===== config.mk =====
export PLATFORM = sky130hd
export DESIGN_NAME = keypad_code_entry
export DESIGN_NICKNAME = d
export VERILOG_FILES = /design/src/rtl/keypad_code_entry.sv
export SDC_FILE = /design/constraint.sdc
export NUM_CORES = 1
export LEC_CHECK = 0
export BUFFER_PORTS_ARGS = -buffer_cell sky130_fd_sc_hd__buf_2
export CORE_ASPECT_RATIO = 1.25
export CORE_MARGIN = 2
export CORE_UTILIZATION = 25
export DETAILED_ROUTE_END_ITERATION = 8
export PLACE_DENSITY_LB_ADDON = 0.08
export REMOVE_ABC_BUFFERS = 1
export SYNTH_ARGS = -nofsm -noshare
export SYNTH_HDL_FRONTEND = slang
export SYNTH_SLANG_ARGS = --single-unit
export TNS_END_PERCENT = 50

===== constraint.sdc =====
create_clock -name clk -period 2.38 [get_ports clk]
set_clock_uncertainty 0.15 [all_clocks]
set_input_delay 0.595 -clock clk [delete_from_list [all_inputs] [get_ports clk]]
set_output_delay 0.595 -clock clk [all_outputs]
set_load 0.02 [all_outputs]

===== src/rtl/keypad_code_entry.sv =====
// Keypad front end: debounces a one-hot 4-key pad on ENA ticks, assembles a CODE_LEN-digit code, checks it against PIN.
// Latency: key_valid/code_ok/code_bad are registered, asserted on the clk edge that evaluates the accepting ENA sample.
// Backpressure: none; pulses are one clk wide and must be consumed by the alarm FSM when they occur.
module keypad_code_entry #(
    parameter int                      CODE_LEN       = 4,
    parameter logic [2*CODE_LEN-1:0]   PIN            = 8'hE4,
    parameter int                      DEBOUNCE_TICKS = 3,
    parameter int                      TIMEOUT_TICKS  = 20,
    parameter int                      MAX_FAIL       = 3,
    parameter int                      LOCK_TICKS     = 50
) (
    input  logic       clk,
    input  logic       reset,
    input  logic       ENA,
    input  logic [3:0] keypad,
    output logic       key_valid,
    output logic [1:0] key_digit,
    output logic       code_ok,
    output logic       code_bad,
    output logic       entry_busy,
    output logic       locked
);
    localparam int CW = $clog2(DEBOUNCE_TICKS + 1);
    localparam int TW = $clog2(TIMEOUT_TICKS + 1);
    localparam int FW = $clog2(MAX_FAIL + 1);
    localparam int LW = $clog2(LOCK_TICKS + 1);
    localparam int IW = $clog2(CODE_LEN + 1);

    localparam logic [CW-1:0] DEB_MAX  = CW'(DEBOUNCE_TICKS);
    localparam logic [TW-1:0] TO_MAX   = TW'(TIMEOUT_TICKS);
    localparam logic [FW-1:0] FAIL_MAX = FW'(MAX_FAIL);
    localparam logic [LW-1:0] LOCK_MAX = LW'(LOCK_TICKS);
    localparam logic [IW-1:0] IDX_LAST = IW'(CODE_LEN - 1);

    typedef enum logic [2:0] {
        IDLE, DEB_PRESS, HELD, DEB_RELEASE, LOCKOUT
    } state_t;

    state_t                state, state_nxt;
    logic [3:0]            cand, cand_nxt;
    logic [CW-1:0]         cnt, cnt_nxt;
    logic [IW-1:0]         idx, idx_nxt;
    logic [2*CODE_LEN-1:0] code, code_nxt;
    logic [FW-1:0]         fail, fail_nxt;
    logic [TW-1:0]         to_cnt, to_nxt;
    logic [LW-1:0]         lock_cnt, lock_nxt;
    logic                  accept;
    logic [1:0]            acc_digit, digit_nxt;
    logic                  valid_nxt, ok_nxt, bad_nxt;
    logic                  key_none, key_one;

    function automatic logic [1:0] enc(input logic [3:0] k);
        logic [1:0] d;
        d = 2'd0;
        for (int i = 0; i < 4; i++)
            if (k[i]) d = 2'(i);
        return d;
    endfunction

    assign key_none = (keypad == 4'd0);
    assign key_one  = !key_none && ((keypad & (keypad - 4'd1)) == 4'd0);

    always_comb begin
        state_nxt = state;
        cand_nxt  = cand;
        cnt_nxt   = cnt;
        idx_nxt   = idx;
        code_nxt  = code;
        fail_nxt  = fail;
        to_nxt    = to_cnt;
        lock_nxt  = lock_cnt;
        accept    = 1'b0;
        acc_digit = enc(cand);
        digit_nxt = key_digit;
        valid_nxt = 1'b0;
        ok_nxt    = 1'b0;
        bad_nxt   = 1'b0;

        if (idx == '0)
            to_nxt = '0;

        if (ENA) begin
            case (state)
                IDLE: begin
                    if (key_one) begin
                        cand_nxt  = keypad;
                        acc_digit = enc(keypad);
                        if (DEBOUNCE_TICKS <= 1) begin
                            accept = 1'b1;
                        end else begin
                            state_nxt = DEB_PRESS;
                            cnt_nxt   = CW'(1);
                        end
                    end
                end
                DEB_PRESS: begin
                    if (keypad == cand) begin
                        if (cnt + 1'b1 >= DEB_MAX) accept = 1'b1;
                        else                       cnt_nxt = cnt + 1'b1;
                    end else begin
                        state_nxt = IDLE;
                    end
                end
                HELD: begin
                    if (key_none) begin
                        if (DEBOUNCE_TICKS <= 1) begin
                            state_nxt = IDLE;
                        end else begin
                            state_nxt = DEB_RELEASE;
                            cnt_nxt   = CW'(1);
                        end
                    end
                end
                DEB_RELEASE: begin
                    if (!key_none)                 state_nxt = HELD;
                    else if (cnt + 1'b1 >= DEB_MAX) state_nxt = IDLE;
                    else                           cnt_nxt = cnt + 1'b1;
                end
                LOCKOUT: begin
                    if (lock_cnt + 1'b1 >= LOCK_MAX) begin
                        state_nxt = HELD;
                        lock_nxt  = '0;
                        fail_nxt  = '0;
                    end else begin
                        lock_nxt = lock_cnt + 1'b1;
                    end
                end
                default: state_nxt = IDLE;
            endcase

            // A stale partial entry is dropped silently once the idle window runs out
            if (state == IDLE && idx != '0 && !accept) begin
                if (to_cnt + 1'b1 >= TO_MAX) begin
                    idx_nxt = '0;
                    to_nxt  = '0;
                end else begin
                    to_nxt = to_cnt + 1'b1;
                end
            end
        end

        if (accept) begin
            state_nxt = HELD;
            valid_nxt = 1'b1;
            digit_nxt = acc_digit;
            to_nxt    = '0;
            for (int i = 0; i < CODE_LEN; i++)
                if (idx == IW'(i)) code_nxt[2*i +: 2] = acc_digit;
            if (idx >= IDX_LAST) begin
                idx_nxt = '0;
                if (code_nxt == PIN) begin
                    ok_nxt   = 1'b1;
                    fail_nxt = '0;
                end else begin
                    bad_nxt  = 1'b1;
                    fail_nxt = fail + 1'b1;
                    if (fail + 1'b1 >= FAIL_MAX) begin
                        state_nxt = LOCKOUT;
                        lock_nxt  = '0;
                    end
                end
            end else begin
                idx_nxt = idx + 1'b1;
            end
        end
    end

    always_ff @(posedge clk or negedge reset) begin
        if (!reset) begin
            state      <= IDLE;
            cand       <= '0;
            cnt        <= '0;
            idx        <= '0;
            code       <= '0;
            fail       <= '0;
            to_cnt     <= '0;
            lock_cnt   <= '0;
            key_valid  <= 1'b0;
            key_digit  <= 2'd0;
            code_ok    <= 1'b0;
            code_bad   <= 1'b0;
            entry_busy <= 1'b0;
            locked     <= 1'b0;
        end else begin
            state      <= state_nxt;
            cand       <= cand_nxt;
            cnt        <= cnt_nxt;
            idx        <= idx_nxt;
            code       <= code_nxt;
            fail       <= fail_nxt;
            to_cnt     <= to_nxt;
            lock_cnt   <= lock_nxt;
            key_valid  <= valid_nxt;
            key_digit  <= digit_nxt;
            code_ok    <= ok_nxt;
            code_bad   <= bad_nxt;
            entry_busy <= (idx_nxt != '0);
            locked     <= (state_nxt == LOCKOUT);
        end
    end
endmodule


==> results of run 1 <==
per-stage QoR:
stage | instance area, um2 | total power (W) | hold slack (ns) | utilization
floorplan | 2580 | 0.000965 | 0.149 | -
global placement | 3320 | 0.00118 | 0.331 | 0.318
detailed placement | 3320 | 0.00118 | 0.338 | 0.318
CTS | 3490 | 0.00200 | 0.103 | 0.334
global route | 3610 | 0.00209 | 0.119 | 0.346
finish | 3610 | 0.00197 | 0.0833 | 0.346
metal layers:
metal	vias to the layer above	wire length [um]	GRT usage
met1	1161	3120	0.171
met5	-	0	0
met3	14	148	0.0240
met2	26	3870	0.230
li1	1203	-	-
met4	0	155	0.0446
Yosys cell counts, types with 3 or more instances:
library cell / count / share of area
dfrtp_1: 40 / 0.38
nor2_1: 31 / 0.044
nand2_1: 25 / 0.035
a21oi_1: 19 / 0.036
o21ai_0: 18 / 0.034
nand3_1: 16 / 0.030
inv_1: 15 / 0.021
mux2_2: 14 / 0.059
ha_1: 11 / 0.052
clkbuf_1: 9 / 0.013
nor2b_1: 8 / 0.019
o211ai_1: 7 / 0.020
nor3_1: 6 / 0.011
xnor2_1: 6 / 0.020
a22oi_1: 5 / 0.014
a32o_1: 4 / 0.015
and3_1: 3 / 0.0071
buf_1: 3 / 0.0042
buf_2: 3 / 0.0057
nand2b_1: 3 / 0.0071
nand3b_1: 3 / 0.0085
or3_1: 3 / 0.0071
xor2_1: 3 / 0.0099
cells by family after synthesis:
family | Yosys count | synth area share
adders and majority gates | 11 | 0.0518
DFF | 40 | 0.377
AOI/OAI and AO/OA | 79 | 0.218
xor gates and xnor gates | 9 | 0.0297
buffers and inverters | 32 | 0.0495
muxes | 14 | 0.0594
and+or+nand+nor | 111 | 0.214
worst min path at each step:
stage | slack, ns | start | end
final | 0.08 | reset | idx[1]$_DFF_PN0_
after global routing | 0.12 | reset | idx[1]$_DFF_PN0_
after CTS | 0.10 | reset | idx[1]$_DFF_PN0_
after detailed placement | 0.34 | cand[0]$_DFFE_PN0P_ | cand[0]$_DFFE_PN0P_
after global placement | 0.33 | code[2]$_DFFE_PN0P_ | code[2]$_DFFE_PN0P_
after floorplan | 0.15 | reset | cand[0]$_DFFE_PN0P_
area by class of cell:
class	instances	area share
inverters	16	0.0173
multi-input cells	224	0.450
repair buffers	80	0.162
well taps	132	0.0457
clock buffers	5	0.0346
flip-flops and latches	40	0.277
clock inverters	3	0.0132
registers in the layout, summed over array words and instances, names as in the netlist, 2 cells and up:
signal and flops:
fail 2, code 8, lock_cnt 6, idx 3, state 3, to_cnt 5
cnt 2, cand 4, key_digit 2
timing repair:
item	4_1_cts	5_1_grt
endpoints found under the setup margin	10	21
gates resized for setup	0	30
pin swaps	3	10
buffers inserted	0	1
cell usage in the layout, fill, tap and decap left out, types with 4 or more instances in the layout:
cell,Yosys,layout
o21ai_0,18,16
xnor2_1,6,6
nor2b_1,8,7
nor3_1,6,6
buf_4,0,65
nand3_1,16,16
a32o_1,4,4
nand2_1,25,25
clkbuf_16,0,5
ha_1,11,6
buf_2,3,13
a21oi_1,19,18
o211ai_1,7,7
nor2_1,31,26
dfrtp_1,40,40
mux2_2,14,14
a22oi_1,5,5
inv_1,15,13
power breakdown:
group | switching, W | leakage (nW) | internal, W
clock network | 0.000305 | 0.0840 | 0.000499
registers | 0.0000311 | 0.547 | 0.000715
logic | 0.000211 | 0.985 | 0.000208
==> metrics.md, run 1 <==
| Metric | Value |
|---|---|
| Area inside the core boundary | 10,500 um2 |
| CTS tree | built |
| Root buffer cell | clkbuf_16 |
| Sequential-to-total area share from yosys stat | 0.377 |
| Initial core utilization | 0.254 |
| Storage element area | 1000 um2 |
| Count of flip-flops with a built-in enable after synthesis | 0 |
| Worst IR drop on VDD | 235 uV |
| Leak | 1.62 nW |
| Inserted Diodes | 0 |
| Cell count of the worst reg-to-reg path | 9 |
| Cell area after synthesis | 2660 um2 |
| Stages on the worst setup path | 9 |
| Most frequent CP cell | buf_4 |
| Startpoint Class | flip-flop |
| Slew at the pin closest to its max-slew limit | 0.726 ns |
| Core Rows | 42 |
| First DRT Iteration DRCs | between 90 and 100 |
| Clock slew at the register clock pins of the worst setup and hold paths | 0.06 ns |
| Setup violators final | 4 |
| Number of antenna violations at the first check in global routing | 0 |
| Remaining Overflow, GRT | 0 |
| Number of detailed-route iterations in the first pass | 4 |
| Count of unresolved DRC violations after routing | 0 |
| Final number of max-transition violations | 0 |
| Maximum number of buffers from clock root to sink | 2 |
| Setup total negative slack | -0.0683 ns |
| Global-route wire length before repair | 12.1 mm |
| GRT Resource Usage Total | 0.136 |
| Largest net degree at the start of global routing | 25 |
| Non-filler cells in the finished layout | 500 |
| Weighted congestion at the end of routability-driven global placement | between 0.7 and 0.8 |
| Max-cap check violation count | 0 |
| Worst-skew pair later-pin latency | approximately 0.29 ns |
| Outcome | finished with violations |
| Post-Place Cells | 491 |
| Die footprint | 11,500 um2 |
| I/O Buffers | 13 |
| # IOs | 14 |
| CTS Buf Count | 5 |
| Failing checks | setup timing |
| Critical-path top delay cell | dfrtp_1 |
| Setup repair after global routing missed its margin | yes |
| Max transition margin | 0.511 |
| Power per unit of standard cell area | 545 nW/um2 |
| Final Hold Viols | 0 |
| Post-synthesis cell type count | 56 |
| Peak clock frequency supported by timing | a little over 400 MHz |
| Worst-case setup slack after placement | -0.263 ns |
| Flop2flop setup slack | -0.03 ns |
| Worst R2R End | state[2]$_DFF_PN0_ |
| Classification of the worst setup path | reg -> reg |
| Number of buffers and inverters on the critical path | 3 |
| Required time worst endpoint | between 2 and 2.5 ns |
| Share of synthesized registers carrying an async set or reset | 1.00 |
| Synth-to-Final Area Change | 36.1% |
| End of the critical path | state[2]$_DFF_PN0_ |
| Post-route minimum period | 2.41 ns |
| Filler cell count | about 1,100 |
| HP Class | in -> async |
| Die outline width | between 90 and 100 um |
| Post-Synthesis Mean Instance Area | 8.97 um2 |
| Drt wl/cell | 14.6 um |
| Flip-flop and latch count after synthesis | 40 |
| Dominant synthesized flop cell | dfrtp_1 |
| Syn. warnings | 0 |
| Fraction of final layout cells with drive strength greater than 1 | 0.359 |
| Final-stage net count | about 390 |
| Post-detailed-route via-to-cell ratio | 4.81 |
| Level count of the clock H-tree | 2 |
| Source of the worst register-to-register timing path | idx[1]$_DFF_PN0_ |
| Share of the clock period used by the worst path after layout | 1.01 |
| Worst-path cell chain | buf_4 -> inv_4 -> ha_4 -> buf_4 -> o22ai_1 -> a2111o_1 -> a211oi_4 -> a31oi_4 -> a221o_1 |
| Element type at the critical path end | flip-flop |
| Critical Path Start | idx[1]$_DFF_PN0_ |
| Vertical extent of the die | between 100 and 150 um |
| Worst path top cell family by delay | compound AO/OA/AOI/OAI gates |
| Min setup slack post-route | -0.0325 ns |
| Via count of the first global-routing pass | 2,413 |
| Post-detailed-route count of antenna-violating nets | 0 |
| Critical path peak fanout | 5 |
| DP HPWL | 5.45 mm |
| Hold Buf Count CTS | 0 |
| Final routed wirelength across all metal layers | 7.29 mm |
| Arr. time, crit path | 2.44 ns |
| Area of the multi-input gates | 1630 um2 |
| Number of sinks driven by the clock tree | 40 |
| Number of cells produced by synthesis | 296 |
| Maximum cell stage delay along the critical path | 0.41 ns |
| Via count | around 2,400 |
Power figures use the tool's default switching activity.
==> run 2, diff against run 1 <==
ABC_AREA = 1   (was unset)
==> metrics.md, run 2 <==
| Metric | Value |
|---|---|
| Outcome | finished clean |
| Critical-path top delay cell | dfrtp_1 |
| Startpoint Class | flip-flop |
| Share of the clock period used by the worst path after layout | 0.899 (-0.114) |
| Core Rows | 39 (-7.1%) |
| Remaining Overflow, GRT | 0 (unchanged) |
| CTS tree | built |
| Most frequent CP cell | nand2_1 |
| Worst-case setup slack after placement | -0.0473 ns (+0.216 ns) |
| Setup total negative slack | 0 ns (+0.0683 ns) |
| Slew at the pin closest to its max-slew limit | 0.537 ns (-0.189 ns) |
| Final-stage net count | 340 (-12%) |
| Number of antenna violations at the first check in global routing | 0 (unchanged) |
| Worst-path cell chain | nand3_1 -> nor2_1 -> nand2_1 -> xor2_1 -> inv_1 -> nor2_1 -> nand2_1 -> nand2_1 -> inv_1 -> a21oi_1 -> o21ai_2 -> nand2_1 -> inv_1 |
| Final Hold Viols | 0 (unchanged) |
| Inserted Diodes | 0 (unchanged) |
| Largest net degree at the start of global routing | 22 (-12%) |
| Top cells by area in the synthesized netlist | dfrtp_1 (43%), nand2_1 (11%), inv_1 (6.9%) |
| Setup fix buffers added after clock tree synthesis | 0 (unchanged) |
| Element type at the critical path end | flip-flop |
| DP HPWL | 4.05 mm (-26%) |
| Post-synth top area cell | dfrtp_1 |
| Post-Place Cells | 438 (-11%) |
| Area inside the core boundary | 9130 um2 (-13%) |
| Fraction of final layout cells with drive strength greater than 1 | 0.198 (-0.161) |
| Count of unresolved DRC violations after routing | 0 (unchanged) |
| Final Total Pwr | 0.00210 W (+6.6%) |
| Die outline width | 90.6 um (-5.8%) |
| Register with the highest flop count | code |
| Level count of the clock H-tree | 2 (unchanged) |
| Count of flip-flops with a built-in enable after synthesis | 0 (unchanged) |
| I/O Buffers | 13 (unchanged) |
| Gates resized, CTS repair | 0 (unchanged) |
| Synth-to-Final Area Change | 21.5% |
| Share of synthesized registers carrying an async set or reset | 1.00 (unchanged) |
| Hold Buf Count CTS | 0 (unchanged) |
| Post-detailed-route count of antenna-violating nets | 0 (unchanged) |
| Registers with the highest flip-flop counts | code x8, lock_cnt x6, to_cnt x5 |
| Arr. time, crit path | 2.17 ns (-0.27 ns) |
| Weighted congestion at the end of routability-driven global placement | 0.746 (-2.1%) |
| First DRT Iteration DRCs | 67 (-31%) |
| Initial core utilization | 0.257 (+0.00280) |
| Fraction of post-synthesis cell area in the top cell type by area | 0.427 (+0.0503) |
| Max transition margin | 0.642 (+0.131) |
| Global-route wire length before repair | 9.34 mm (-23%) |
| HP Class | in -> async |
| Syn. warnings | 0 (unchanged) |
| Number of detailed-route iterations in the first pass | 4 (unchanged) |
| Max-cap check violation count | 0 (unchanged) |
| Setup violators final | 0 (-4) |
| Most instantiated cells after synthesis | nand2_1 (71), inv_1 (43), dfrtp_1 (40) |
| Critical path peak fanout | 5 (unchanged) |
| Power per unit of standard cell area | 737 nW/um2 (+35%) |
| Max FFs per register | 8 (unchanged) |
| Cell with the most instances after synthesis | nand2_1 |
| Worst-skew pair later-pin latency | 0.28 ns (about the same) |
| Post-detailed-route via-to-cell ratio | 4.19 (-13%) |
| Number of sinks driven by the clock tree | 40 (unchanged) |
| Via count of the first global-routing pass | 1,952 (-19%) |
| Number of cells produced by synthesis | 290 (-2.0%) |
| Clock slew at the register clock pins of the worst setup and hold paths | 0.06 ns (about the same) |
| Most common cell after layout, fill and taps aside | nand2_1 |
| # IOs | 14 (unchanged) |
| Vertical extent of the die | 112 um (-5.9%) |
| Root buffer cell | clkbuf_16 |
| Maximum cell stage delay along the critical path | 0.44 ns (+0.03 ns) |
| Final number of max-transition violations | 0 (unchanged) |
| Cell area after synthesis | 2340 um2 (-12%) |
| Peak clock frequency supported by timing | 467 MHz (+13%) |
| Number of buffers and inverters on the critical path | 3 (unchanged) |
| Maximum number of buffers from clock root to sink | 2 (unchanged) |
| CTS Buf Count | 5 (unchanged) |
| Sequential-to-total area share from yosys stat | 0.427 (+0.0503) |
| Worst IR drop on VDD | 236 uV (+0.24%) |
| Min setup slack post-route | 0.240 ns (+0.272 ns) |
| Setup repair after global routing missed its margin | no |
| Highest-count cells in the layout ignoring fill and taps | nand2_1 (71), inv_1 (43), dfrtp_1 (40), o21ai_0 (18) |
| GRT Resource Usage Total | 0.115 (-0.0204) |
| Flip-flop and latch count after synthesis | 40 (unchanged) |
| Leak | 1.45 nW (-10%) |
| Post-route minimum period | 2.14 ns (-0.272 ns) |
| Via count | 1,869 (-22%) |
| Non-filler cells in the finished layout | 446 (-11%) |
| Worst path top cell family by delay | simple AND/OR/NAND/NOR gates |
| Drt wl/cell | 11.6 um (-20%) |
| Die footprint | 10,200 um2 (-11%) |
| Classification of the worst setup path | reg -> reg |
| Final routed wirelength across all metal layers | 5.19 mm (-29%) |
| Post-Synthesis Mean Instance Area | 8.08 um2 (-10%) |
| Required time worst endpoint | 2.41 ns (about the same) |
| Cell count of the worst reg-to-reg path | 13 (+4) |
| Dominant synthesized flop cell | dfrtp_1 |
| Post-synthesis cell type count | 36 (-36%) |
| Stages on the worst setup path | 13 (+4) |
## run 2: cell count changes in the layout (fill, tap and decap cells not counted), moves of 4 or more
cell      before  now
or2_2          1    6
inv_1         13   43
nand2_1       25   71
nor2b_1        7    0
xor2_1         3    7
mux2_2        14    1
a22oi_1        5    1
a21oi_1       18    9
buf_4         65   13
a31oi_1        0    4
nor2_1        26   17
ha_1           6   11
nor3_1         6    2
o211ai_1       7    1
## run 2: final cells by class
cell class,instances,area (um2)
well taps,123,154
multi-input cells,198,1140
clock inverters,2,35.0
flip-flops and latches,40,1000
clock buffers,6,129
repair buffers,28,203
fillers,989,6280
inverters,49,186
## run 2: worst paths after layout
path / from / slack [ns] / endpoint
worst max-delay path: lock_cnt[0]$_DFF_PN0_ / 0.24 / locked$_DFF_PN0_
worst min-delay path: reset / 0.14 / cand[0]$_DFFE_PN0P_
worst max register to register: lock_cnt[0]$_DFF_PN0_ / 0.24 / locked$_DFF_PN0_
worst min register to register: key_digit[0]$_DFFE_PN0P_ / 0.33 / key_digit[0]$_DFFE_PN0P_
max in group asynchronous: reset / 1.44 / idx[1]$_DFF_PN0_
min in group clk: key_digit[0]$_DFFE_PN0P_ / 0.33 / key_digit[0]$_DFFE_PN0P_
## run 2: power breakdown
| part | total, W | internal [W] | switching (W) |
|---|---|---|---|
| Sequential | 0.000841 | 0.000769 | 0.0000716 |
| Combinational | 0.000488 | 0.000186 | 0.000302 |
| Clock | 0.000770 | 0.000494 | 0.000277 |
| Total | 0.00210 | 0.00145 | 0.000650 |
## run 2: worst reg2reg max path: stages, from the launching register on
cell	delay (ns)
dfrtp_1	0.44
nand3_1	0.15
nor2_1	0.12
nand2_1	0.07
xor2_1	0.13
inv_1	0.07
nor2_1	0.20
nand2_1	0.10
nand2_1	0.17
inv_1	0.10
a21oi_1	0.20
o21ai_2	0.07
nand2_1	0.05
inv_1	0.03
## run 2: logic make-up after synthesis
group / share of synthesized area
AO/OA/AOI/OAI: 0.120
multiplexers: 0.00481
AND/OR/NAND/NOR: 0.265
adder cells (fa/ha/maj): 0.0588
buffers and inverters: 0.0865
flip-flops: 0.427
XOR/XNOR: 0.0374
## run 2: metrics by stage
stage	utilization	instance area, um2	hold WS (ns)
after detailed placement	0.294	2680	0.319
final	0.312	2850	0.140
after CTS	0.312	2850	0.163
after global placement	0.294	2680	0.313
after global routing	0.312	2850	0.174
after floorplan	-	2330	0.149
## run 2: metal layers
layer	part of all wire	GRT usage	vias to the layer above
li1	-	-	989
met1	0.46	0.140	864
met2	0.50	0.198	10
met3	0.024	0.0275	6
met4	0.016	0.0431	0
met5	0	0	-
==> run 3, diff against run 2 <==
CORE_MARGIN = unset   (was 2)
REMOVE_ABC_BUFFERS = unset   (was 1)
SETUP_SLACK_MARGIN = 0.15   (was unset)
==> metrics.md, run 3 (synthesized netlist as in run 2, its figures left out) <==
| Metric | Value |
|---|---|
| Highest routing layer actually used | met4 |
| Setup violators final | 0 (unchanged) |
| Power per unit of standard cell area | 705 nW/um2 (-4.4%) |
| Met3 layer wire length in the routed design | 89 um (-30%) |
| Nets in the synthesized netlist | 308 |
| Min setup slack post-route | 0.288 ns (+0.0486 ns) |
| Fraction of final layout cells with drive strength greater than 1 | 0.223 (+0.0251) |
| WL met1 | 2.46 mm (+2.2%) |
| Most common cell after layout, fill and taps aside | nand2_1 |
| Final number of max-transition violations | 0 (unchanged) |
| CTS tree | built |
| Max-cap check violation count | 0 (unchanged) |
| Outcome | finished clean |
| Die outline width | 88.6 um (-2.2%) |
| Worst-case setup slack after placement | -0.0492 ns (-0.00191 ns) |
| Peak clock frequency supported by timing | 478 MHz (+2.3%) |
| Inserted Diodes | 0 (unchanged) |
| Via count | 1,888 (+1.0%) |
| Worst IR drop on VDD | 257 uV (+9.3%) |
| Maximum cell stage delay along the critical path | 0.44 ns (about the same) |
| Slew at the pin closest to its max-slew limit | 0.460 ns (-0.0769 ns) |
| Number of detailed-route iterations in the first pass | 4 (unchanged) |
| Critical path peak fanout | 6 (+1) |
| Drt wl/cell | 11.6 um (about the same) |
| Synth-to-Final Area Change | 22.5% |
| Clock slew at the register clock pins of the worst setup and hold paths | 0.06 ns (about the same) |
| Tightest hold margin | 0.110 ns (-0.0295 ns) |
| Post-detailed-route count of antenna-violating nets | 0 (unchanged) |
| Maximum number of buffers from clock root to sink | 2 (unchanged) |
| HP Class | in -> async |
| Area of the multi-input gates | 1170 um2 (+2.4%) |
| Worst-skew pair later-pin latency | 0.28 ns (about the same) |
| Die footprint | 9760 um2 (-4.0%) |
| Register with the highest flop count | code |
| Area inside the core boundary | 9130 um2 (unchanged) |
| Setup repair after global routing missed its margin | yes |
| # IOs | 14 (unchanged) |
| Arr. time, crit path | 2.12 ns (-0.05 ns) |
| Filler cell count | 983 (-0.61%) |
| Share of the clock period used by the worst path after layout | 0.879 (-0.0204) |
| Element type at the critical path end | flip-flop |
| Classification of the worst setup path | reg -> reg |
| Hold Buf Count CTS | 0 (unchanged) |
| CTS Buf Count | 5 (unchanged) |
| Final Hold Viols | 0 (unchanged) |
| Post-Place Cells | 439 (+0.23%) |
| Largest net degree at the start of global routing | 18 (-18%) |
| Level count of the clock H-tree | 2 (unchanged) |
| Number of buffers and inverters on the critical path | 1 (-2) |
| I/O Buffers | 13 (unchanged) |
| Worst path top cell family by delay | simple AND/OR/NAND/NOR gates |
| Post-detailed-route via-to-cell ratio | 4.20 (+0.12%) |
| Setup total negative slack | 0 ns (unchanged) |
| Number of antenna violations at the first check in global routing | 0 (unchanged) |
| Startpoint Class | flip-flop |
| DP HPWL | 4.00 mm (-1.2%) |
| Non-filler cells in the finished layout | 450 (+0.90%) |
| Critical-path top delay cell | dfrtp_2 |
| Leak | 1.45 nW (-0.20%) |
| Initial core utilization | 0.257 (unchanged) |
| Registers with the highest flip-flop counts | code x8, lock_cnt x6, to_cnt x5 |
| Final-stage net count | 344 (+1.2%) |
| Global-route wire length before repair | 8.85 mm (-5.3%) |
| Worst-path cell chain | nor2_1 -> nand2_1 -> nor2_4 -> nand4_1 -> nand2_1 -> nand2_1 -> nand2_1 -> nand2_1 -> nor2_1 -> nand2_2 -> nand3_4 -> o21ai_2 -> nand2_1 -> inv_1 |
| Highest-count cells in the layout ignoring fill and taps | nand2_1 (69), inv_1 (43), dfrtp_1 (37), nand3_1 (17), buf_4 (17) |
| First DRT Iteration DRCs | 63 (-6.0%) |
| Post-route minimum period | 2.09 ns (-0.0486 ns) |
| Storage element area | 1000 um2 (+0.37%) |
| Count of unresolved DRC violations after routing | 0 (unchanged) |
| Required time worst endpoint | 2.41 ns (about the same) |
| Number of sinks driven by the clock tree | 40 (unchanged) |
| Weighted congestion at the end of routability-driven global placement | 0.744 (-0.34%) |
| Routed length on met2 | 2.63 mm (+2.2%) |
| Final routed wirelength across all metal layers | 5.24 mm (+0.94%) |
| Max FFs per register | 8 (unchanged) |
| Root buffer cell | clkbuf_16 |
| Max transition margin | 0.693 (+0.0513) |
| Core Rows | 39 (unchanged) |
| Via count of the first global-routing pass | 1,887 (-3.3%) |
| GRT Resource Usage Total | 0.120 (+0.00501) |
| Most frequent CP cell | nand2_1 |
| Vertical extent of the die | 110 um (-1.8%) |
| Remaining Overflow, GRT | 0 (unchanged) |
-- run 3: final cells by class --
class                      instances  share of cell area
clock buffer                       8              0.0510
inverter                          49              0.0650
timing repair buffer              31              0.0741
tap                              123              0.0536
multi-input combinational        199               0.406
sequential                        40               0.350
-- run 3: path summary, 6_finish.rpt --
kind	startpoint	endpoint	slack, ns	cells after the start
min in group clk	fail[0]$_DFF_PN0_	fail[0]$_DFF_PN0_	0.33	1
max in group asynchronous	reset	code_bad$_DFF_PN0_	1.39	2
hold reg to reg	fail[0]$_DFF_PN0_	fail[0]$_DFF_PN0_	0.33	1
hold / removal	reset	cand[0]$_DFFE_PN0P_	0.11	1
setup / recovery	state[1]$_DFF_PN0_	locked$_DFF_PN0_	0.29	14
setup reg to reg	state[1]$_DFF_PN0_	locked$_DFF_PN0_	0.29	14
-- run 3: repair_timing --
item,CTS,global route
setup buffers,0,2
gates resized for setup,0,10
setup endpoints to repair,0,12
-- run 3: per-stage QoR --
stage,total power [W],utilization,cell area (um2)
6_report,0.00202,0.315,2870
2_1_floorplan,0.00120,-,2340
3_3_place_gp,0.00134,0.293,2680
5_1_grt,0.00217,0.315,2870
4_1_cts,0.00205,0.309,2820
3_5_place_dp,0.00134,0.293,2680
-- run 3: power breakdown --
part / switching, W / internal (W) / leakage (nW) / total, W
Combinational: 0.000305 / 0.000192 / 0.845 / 0.000497
Sequential: 0.0000730 / 0.000770 / 0.535 / 0.000843
Clock: 0.000264 / 0.000418 / 0.0712 / 0.000682
-- run 3: metal layers --
metal	track usage	up-vias
li1	-	996
met1	0.148	877
met2	0.209	11
met3	0.0246	4
met4	0.0380	0
met5	0	-
